==> src/rtl/ps2_pkg.sv <==
// Shared types and constants for the PS/2 keyboard receiver.
package ps2_pkg;

  typedef enum logic [1:0] {
    IDLE,
    DATA,
    PARITY,
    STOP
  } ps2_state_t;

  localparam int PS2_DATA_BITS = 8;

  function automatic int timeout_cycles(input int clk_hz, input int us);
    return (clk_hz / 1_000_000) * us;
  endfunction

endpackage

==> src/rtl/ps2_clk_filter.sv <==
// Two-flop synchroniser, debounce filter and falling-edge pulse for the PS/2 clock pin.
module ps2_clk_filter #(
  parameter int FILTER_LEN = 8
) (
  input  logic clk,
  input  logic rst_n,
  input  logic raw,
  output logic fall
);

  localparam int CW = $clog2(FILTER_LEN + 1);

  logic          sync1_reg;
  logic          sync2_reg;
  logic          filt_reg;
  logic          filt_next;
  logic          fall_reg;
  logic [CW-1:0] cnt_reg;
  logic [CW-1:0] cnt_next;

  // Flip only after FILTER_LEN consecutive samples disagree with the filtered level.
  always_comb begin
    filt_next = filt_reg;
    cnt_next  = '0;
    if (sync2_reg != filt_reg) begin
      if (cnt_reg == CW'(FILTER_LEN - 1)) begin
        filt_next = sync2_reg;
      end else begin
        cnt_next = cnt_reg + 1'b1;
      end
    end
  end

  always_ff @(posedge clk or negedge rst_n) begin
    if (!rst_n) begin
      sync1_reg <= 1'b1;
      sync2_reg <= 1'b1;
      filt_reg  <= 1'b1;
      cnt_reg   <= '0;
      fall_reg  <= 1'b0;
    end else begin
      sync1_reg <= raw;
      sync2_reg <= sync1_reg;
      filt_reg  <= filt_next;
      cnt_reg   <= cnt_next;
      fall_reg  <= filt_reg & ~filt_next;
    end
  end

  assign fall = fall_reg;

endmodule

==> src/rtl/ps2_rx.sv <==
// PS/2 keyboard frame receiver: start, 8 data bits LSB-first, odd parity, stop,
// with parity/frame error pulses and an inactivity timeout.
import ps2_pkg::*;

module ps2_rx #(
  parameter int CLK_FREQ_HZ = 100_000_000,
  parameter int FILTER_LEN  = 8,
  parameter int TIMEOUT_US  = 200
) (
  input  logic       i_clk,
  input  logic       i_rst_n,
  input  logic       i_ps2_clk,
  input  logic       i_ps2_data,
  output logic [7:0] o_data,
  output logic       o_data_ready,
  output logic       o_parity_err,
  output logic       o_frame_err,
  output logic       o_busy
);

  localparam int TIMEOUT_CYCLES = timeout_cycles(CLK_FREQ_HZ, TIMEOUT_US);
  localparam int TW             = $clog2(TIMEOUT_CYCLES + 1);
  localparam int BW             = $clog2(PS2_DATA_BITS);

  logic                     clk_fall;
  logic                     data_sync1_reg;
  logic                     data_sync2_reg;

  ps2_state_t               state_reg, state_next;
  logic [BW-1:0]            bit_cnt_reg, bit_cnt_next;
  logic [PS2_DATA_BITS-1:0] shreg_reg, shreg_next;
  logic                     par_reg, par_next;
  logic [TW-1:0]            tmo_reg, tmo_next;
  logic [7:0]               data_reg, data_next;
  logic                     ready_reg, ready_next;
  logic                     perr_reg, perr_next;
  logic                     ferr_reg, ferr_next;

  ps2_clk_filter #(
    .FILTER_LEN(FILTER_LEN)
  ) u_clk_filter (
    .clk  (i_clk),
    .rst_n(i_rst_n),
    .raw  (i_ps2_clk),
    .fall (clk_fall)
  );

  always_comb begin
    state_next   = state_reg;
    bit_cnt_next = bit_cnt_reg;
    shreg_next   = shreg_reg;
    par_next     = par_reg;
    tmo_next     = '0;
    data_next    = data_reg;
    ready_next   = 1'b0;
    perr_next    = 1'b0;
    ferr_next    = 1'b0;

    case (state_reg)
      IDLE: begin
        if (clk_fall && !data_sync2_reg) begin
          state_next   = DATA;
          bit_cnt_next = '0;
        end
      end
      DATA: begin
        if (clk_fall) begin
          shreg_next   = {data_sync2_reg, shreg_reg[PS2_DATA_BITS-1:1]};
          bit_cnt_next = bit_cnt_reg + 1'b1;
          if (bit_cnt_reg == BW'(PS2_DATA_BITS - 1)) begin
            state_next = PARITY;
          end
        end
      end
      PARITY: begin
        if (clk_fall) begin
          par_next   = data_sync2_reg;
          state_next = STOP;
        end
      end
      STOP: begin
        if (clk_fall) begin
          state_next = IDLE;
          // A missing stop bit outranks a parity failure.
          if (!data_sync2_reg) begin
            ferr_next = 1'b1;
          end else if ((^shreg_reg ^ par_reg) == 1'b0) begin
            perr_next = 1'b1;
          end else begin
            data_next  = shreg_reg;
            ready_next = 1'b1;
          end
        end
      end
      default: state_next = IDLE;
    endcase

    // A fall in the timeout cycle wins: the counter only advances when no bit arrives.
    if (state_reg != IDLE && !clk_fall) begin
      if (tmo_reg == TW'(TIMEOUT_CYCLES)) begin
        state_next = IDLE;
        ferr_next  = 1'b1;
      end else begin
        tmo_next = tmo_reg + 1'b1;
      end
    end
  end

  always_ff @(posedge i_clk or negedge i_rst_n) begin
    if (!i_rst_n) begin
      data_sync1_reg <= 1'b1;
      data_sync2_reg <= 1'b1;
      state_reg      <= IDLE;
      bit_cnt_reg    <= '0;
      shreg_reg      <= '0;
      par_reg        <= 1'b0;
      tmo_reg        <= '0;
      data_reg       <= '0;
      ready_reg      <= 1'b0;
      perr_reg       <= 1'b0;
      ferr_reg       <= 1'b0;
    end else begin
      data_sync1_reg <= i_ps2_data;
      data_sync2_reg <= data_sync1_reg;
      state_reg      <= state_next;
      bit_cnt_reg    <= bit_cnt_next;
      shreg_reg      <= shreg_next;
      par_reg        <= par_next;
      tmo_reg        <= tmo_next;
      data_reg       <= data_next;
      ready_reg      <= ready_next;
      perr_reg       <= perr_next;
      ferr_reg       <= ferr_next;
    end
  end

  assign o_data       = data_reg;
  assign o_data_ready = ready_reg;
  assign o_parity_err = perr_reg;
  assign o_frame_err  = ferr_reg;
  assign o_busy       = (state_reg != IDLE);

endmodule

==> config.mk <==
export PLATFORM = sky130hd
export DESIGN_NAME = ps2_rx
export DESIGN_NICKNAME = d
export VERILOG_FILES = /design/src/rtl/ps2_pkg.sv /design/src/rtl/ps2_clk_filter.sv /design/src/rtl/ps2_rx.sv
export SDC_FILE = /design/constraint.sdc
export NUM_CORES = 1
export LEC_CHECK = 0
export BUFFER_PORTS_ARGS = -buffer_cell sky130_fd_sc_hd__buf_2
export CAP_MARGIN = 15
export CORE_MARGIN = 2
export CORE_UTILIZATION = 60
export CTS_CLUSTER_DIAMETER = 120
export DETAILED_ROUTE_END_ITERATION = 10
export GPL_TIMING_DRIVEN = 0
export PLACE_DENSITY = 0.78
export SLEW_MARGIN = 20
export SYNTH_ARGS = -nofsm -noshare
export SYNTH_HDL_FRONTEND = slang
export SYNTH_SLANG_ARGS = --single-unit
==> constraint.sdc <==
create_clock -name i_clk -period 5.04 [get_ports i_clk]
set_input_delay 1.26 -clock i_clk [delete_from_list [all_inputs] [get_ports i_clk]]
set_output_delay 1.26 -clock i_clk [all_outputs]
set_load 0.05 [all_outputs]
## Yosys cells after proc, flatten, opt, wreduce, memory -nomap -nowiden

Index checks and enable logic that the tools add are counted.

- Multipliers: 0
- Equal/unequal tests: 9
- $lt $le $gt $ge: 0
- Div/mod/pow operators: 0
- Mux-type cells: 30
- Reduce and logical (&&, ||, !) cells: 12
- Shift-type cells: 0
- Add/subtract/negate cells: 3
- Bitwise logic cells: 3

Operator list:

| operator | number |
|---|---|
| 2-to-1 mux 15 bit | 2 |
| adder 15 x 1 -> 15 bit (second input constant) | 1 |
| equality test 15 bit (second input constant) | 1 |
| 2-to-1 mux 1 bit | 15 |
| 2-to-1 mux 2 bit | 7 |
| 2-to-1 mux 4 bit | 2 |
| case mux 2 bit (4 select lines) | 1 |
| parity 8 bit | 1 |
| 2-to-1 mux 3 bit | 2 |
| case mux 3 bit (2 select lines) | 1 |
| adder 4 x 1 -> 4 bit (second input constant) | 1 |
| equality test 2 bit (second input constant) | 2 |
| equality test 4 x 3 -> 1 bit (second input constant) | 1 |
| AND reduction 2 bit | 2 |
| AND reduction 4 bit | 1 |
| nonzero test 2 bit | 2 |
| adder 3 x 1 -> 3 bit (second input constant) | 1 |
| equality test 3 bit (second input constant) | 1 |
| AND reduction 3 bit | 1 |
| equality test 2 x 1 -> 1 bit (second input constant) | 1 |
| logical AND 1 bit | 2 |
| logical NOT 1 bit | 2 |
| logical NOT 2 bit | 1 |
| inequality test 2 x 1 -> 1 bit (second input constant) | 1 |
| 5 further kinds | 5 |

- Output and inout port bits: 12
- Bits of input ports: 4
- Latch bits: 0
- Memory bits (read-only): 0
- Logic and storage cells: 73
- Memory bits (writable): 0
- Flip-flop bits (word level): 50
- Memories kept: 0

## Depth between registers and ports, before layout

- Depth in word-level cells: 6
- Gate-level depth with buffers: 7
- Mapped depth without buffers: 6

## Cells and area by module

Synthesis repeated with hierarchy kept, for this count alone.

- Cells, all modules: 199
- Area total of the unflattened synthesis: 2202.1 um2

By module, submodules not included:

| module | sequential area each (um2) | area an instance (um2) | instances | cells an instance |
|---|---|---|---|---|
| ps2_rx | 1053.5 | 1890.6 | 1 | 178 |
| ps2_clk_filter | 203.9 | 311.5 | 1 | 21 |

## Least setup slack after synthesis

No wires, ideal clock.

- Kind: register to output
- From: register state_reg[1]
- To: output o_busy
- Buffers on the path: 1
- Data arrival time: 0.922 ns
- Stages on the path, launching flop included: 4
- Data required time: 3.780 ns
- Slack: 2.858 ns
- Path through: dfrtp_1 clkbuf_1 nor2_1 inv_1

- Word-level cells in the longest chain between the ends: 1

Ends and longest elaborated chain:

| element | line | RTL |
|---|---|---|
| start, declared | ps2_rx.sv:29 | `ps2_state_t state_reg, state_next;` |
| start signal, assigned | ps2_rx.sv:125 | `state_reg <= state_next;` |
| nonzero test 2 bit | ps2_rx.sv:141 | `assign o_busy = (state_reg != IDLE);` |
| end, declared | ps2_rx.sv:18 | `output logic o_busy` |

Every way passes these cells.

## Final worst setup path

- From: register state_reg[0]
- To: output o_busy

Same word-level chain as after synthesis.

==> results_dict.tcl <==
set metrics [dict create \
    finalCritPeriodShare_pct 51.6 \
    avgSynthCellArea_um2 11.1 \
    rr_startpoint "shreg_reg[2]$_DFFE_PN0P_" \
    synth_seq_cells 50 \
    cp_max_fo 8 \
    async_flop_share_pct 100 \
    drc_errors 0 \
    htreeDepth 2 \
    finalCriticalPeriod_ns 2.60 \
    cts-resized-gates 0 \
    finClkSkew_ns 0.0135 \
    worstPathCellList "clkbuf_1 > nor2_1 > inv_1 > buf_2" \
    ff2ff_setup_slack_ns 3.05 \
    die_y_um 64.6 \
    crit_required_ns 3.78 \
    end_kind "primary output" \
    grt_pass1_wl_mm 6.76 \
    synthTopCellsByArea "dfrtp_1, dfstp_2, nand2_1" \
    cts_hold_buf 0 \
    whs_endpoint "data_sync2_reg$_DFF_PN1_" \
    firstDrtPassIters 4 \
    cp_data_arrival_time_ns 1.34 \
    root_buffer "clkbuf_8" \
    ir_drop_v 0.000232 \
    overflow 0 \
    timing.rr.end "o_data[4]$_DFFE_PN0P_" \
    fin_util_pct 67.5 \
    synthesis.nets 207 \
    synth_fa_ha_area_share_pct 2.84 \
    multiInputGateArea_um2 910 \
    worst-setup-path-type "register to primary output" \
    crit_family "buffers and inverters" \
    wl_mm 3.72 \
    synthSimpleGateAreaFrac_pct 19.4 \
    grt_max_degree 51 \
    die_w_um 64.6 \
    dp_hpwl_mm 2.57 \
    synthCells 198 \
    ant_nets 0 \
    start_kind "register" \
    seq_area_um2 1260 \
    avgViaCountPerCell 5.46 \
    yosysTopAreaCellShare_pct 51.1 \
    seq_area_frac_synth_pct 57.0 \
    maxCapViolations 0 \
    hold_viol 0 \
    synth_compound_area_share_pct 4.60 \
    drtIter0Drc 109 \
    synth_flop_cell "dfrtp_1" \
    finalSetupViolCount 0 \
    clk_latency_ns 0.31 \
    areaGrowthSynthToFinish_pct 10.3 \
    groute.usage.overall_pct 21.7 \
    synth_xor_area_share_pct 8.85 \
    cts_tree "built" \
    portBuffers 15 \
    hp-start "data_sync1_reg$_DFF_PN1_" \
    finalSetupTns_ns 0 \
    grt_pass1_vias 1444 \
    yosysUniqueCellTypes 32 \
    final_max_slew_viol_count 0 \
    gp_congestion 0.794 \
    holdPathStages 0 \
    drive_gt1_share_pct 17.2 \
    cellLeakagePower_nw 1.16 \
    rows 22 \
    reg2reg_depth 4 \
    worstMarginPinSlew_ns 0.633 \
    coreArea_um2 3610 \
    largest_register_ffs 15 \
    post_drt_wl_per_cell_um 13.8 \
    ys_warn_count 0 \
    hp-class "register to register" \
    syn-cell-area_um2 2200 \
    initial_core_util_pct 61.1 \
    synth.most_common_cell "dfrtp_1" \
    io_pins 16 \
    path_buf_inv 3 \
    dieArea_um2 4180 \
    clkTransAtPathRegs_ns 0.09 \
    antenna_found_initial 0 \
    vias 1468 \
    yosysTopAreaCell "dfrtp_1" \
    powerDensity_nw_per_um2 291 \
    relSlewSlack_pct 57.6 \
    synth_top_family_by_area "simple AND/OR/NAND/NOR gates" \
    fillers 273 \
    cts_sinks 50 \
    ctsLongestPathBuffers 2 \
    muxShareOfSynthArea_pct 5.62 \
    cts_buffers 5 \
    layout.nets 229 \
    diodes 0 \
    outcome "completed" \
    synth_common_cells "dfrtp_1, nand2_1, nor2_1, xnor2_1, mux2_2" \
    rsz0062_at_grt "false" \
    holdWs_ns 0.358 \
    maxClockFrequency_mhz 385 \
    critPathSlowestCell "dfrtp_1" \
    synth_edf_count 0 \
    cts_setup_buffers 0 \
    cp_slowest_stage_delay_ns 0.33 \
]
[report_power, final]
| group | switching [mW] | leakage (nW) | internal [mW] |
|---|---|---|---|
| combinational | 0.0216 | 0.437 | 0.0178 |
| sequential | 0.0115 | 0.679 | 0.419 |
| clock | 0.126 | 0.0455 | 0.112 |
[kinds of logic after synthesis]
family,count (synthesis)
DFF,50
adders and majority gates,5
xor gates and xnor gates,19
muxes,10
and+or+nand+nor,89
AOI/OAI and AO/OA,15
buffers and inverters,10
[worst max-delay path by stage]
stage | start | end | slack, ns | depth (start not counted)
after global placement | state_reg[0]$_DFF_PN0_ | o_busy | 2.79 | 4
after global routing | state_reg[0]$_DFF_PN0_ | o_busy | 2.31 | 4
after CTS | state_reg[1]$_DFF_PN0_ | o_busy | 2.44 | 4
after floorplan | state_reg[1]$_DFF_PN0_ | o_busy | 2.86 | 3
after detailed placement | state_reg[0]$_DFF_PN0_ | o_busy | 2.78 | 4
final | state_reg[0]$_DFF_PN0_ | o_busy | 2.44 | 4
[layout by cell type, fill, tap and decap left out, drive strengths merged]
master,instances
ha,5
nor3b,2
clkbuf,11
nor4bb,1
nor2,21
o221a,1
xnor3,2
a21oi,3
buf,15
and3,3
xnor2,10
nand3b,2
inv,7
nor4b,2
o31ai,3
mux2i,1
dfrtp,45
nand3,4
or4,2
a21boi,2
nor3,3
and2,2
mux2,9
a22o,2
nor4,2
nand4,7
dfstp,5
nand2,34
nor2b,3
xor2,7
or3,1
o21ai,4
[layout make-up]
class / count / share of cell area (%)
buffer: 3 / 0.463
clock buffer: 8 / 3.70
inverter: 7 / 1.08
multi-input combinational: 138 / 37.4
sequential: 50 / 51.7
tap: 48 / 2.47
timing repair buffer: 15 / 3.19
[routing by layer]
metal / vias up / track usage [%] / share of wire [%]
li1: 714 / - / -
met1: 719 / 29.3 / 48
met2: 29 / 32.9 / 45
met3: 6 / 6.77 / 5.2
met4: 0 / 8.78 / 1.6
met5: - / 0 / 0
[worst reg2reg max path, stage by stage (launching register included)]
cell and delay [ns]:
dfrtp_1 0.43, xor2_1 0.17, xnor3_2 0.45, mux2i_4 0.43, mux2_2 0.39
[through the flow]
step / instances / power, mW / worst slack (ns) / cell area (um2)
floorplan: 198 / 0.462 / 2.86 / 2200
global placement: 261 / 0.474 / 2.79 / 2340
detailed placement: 261 / 0.479 / 2.78 / 2340
CTS: 269 / 0.715 / 2.44 / 2430
global route: 269 / 0.740 / 2.31 / 2430
finish: 269 / 0.709 / 2.44 / 2430
Power figures use the tool's default switching activity.
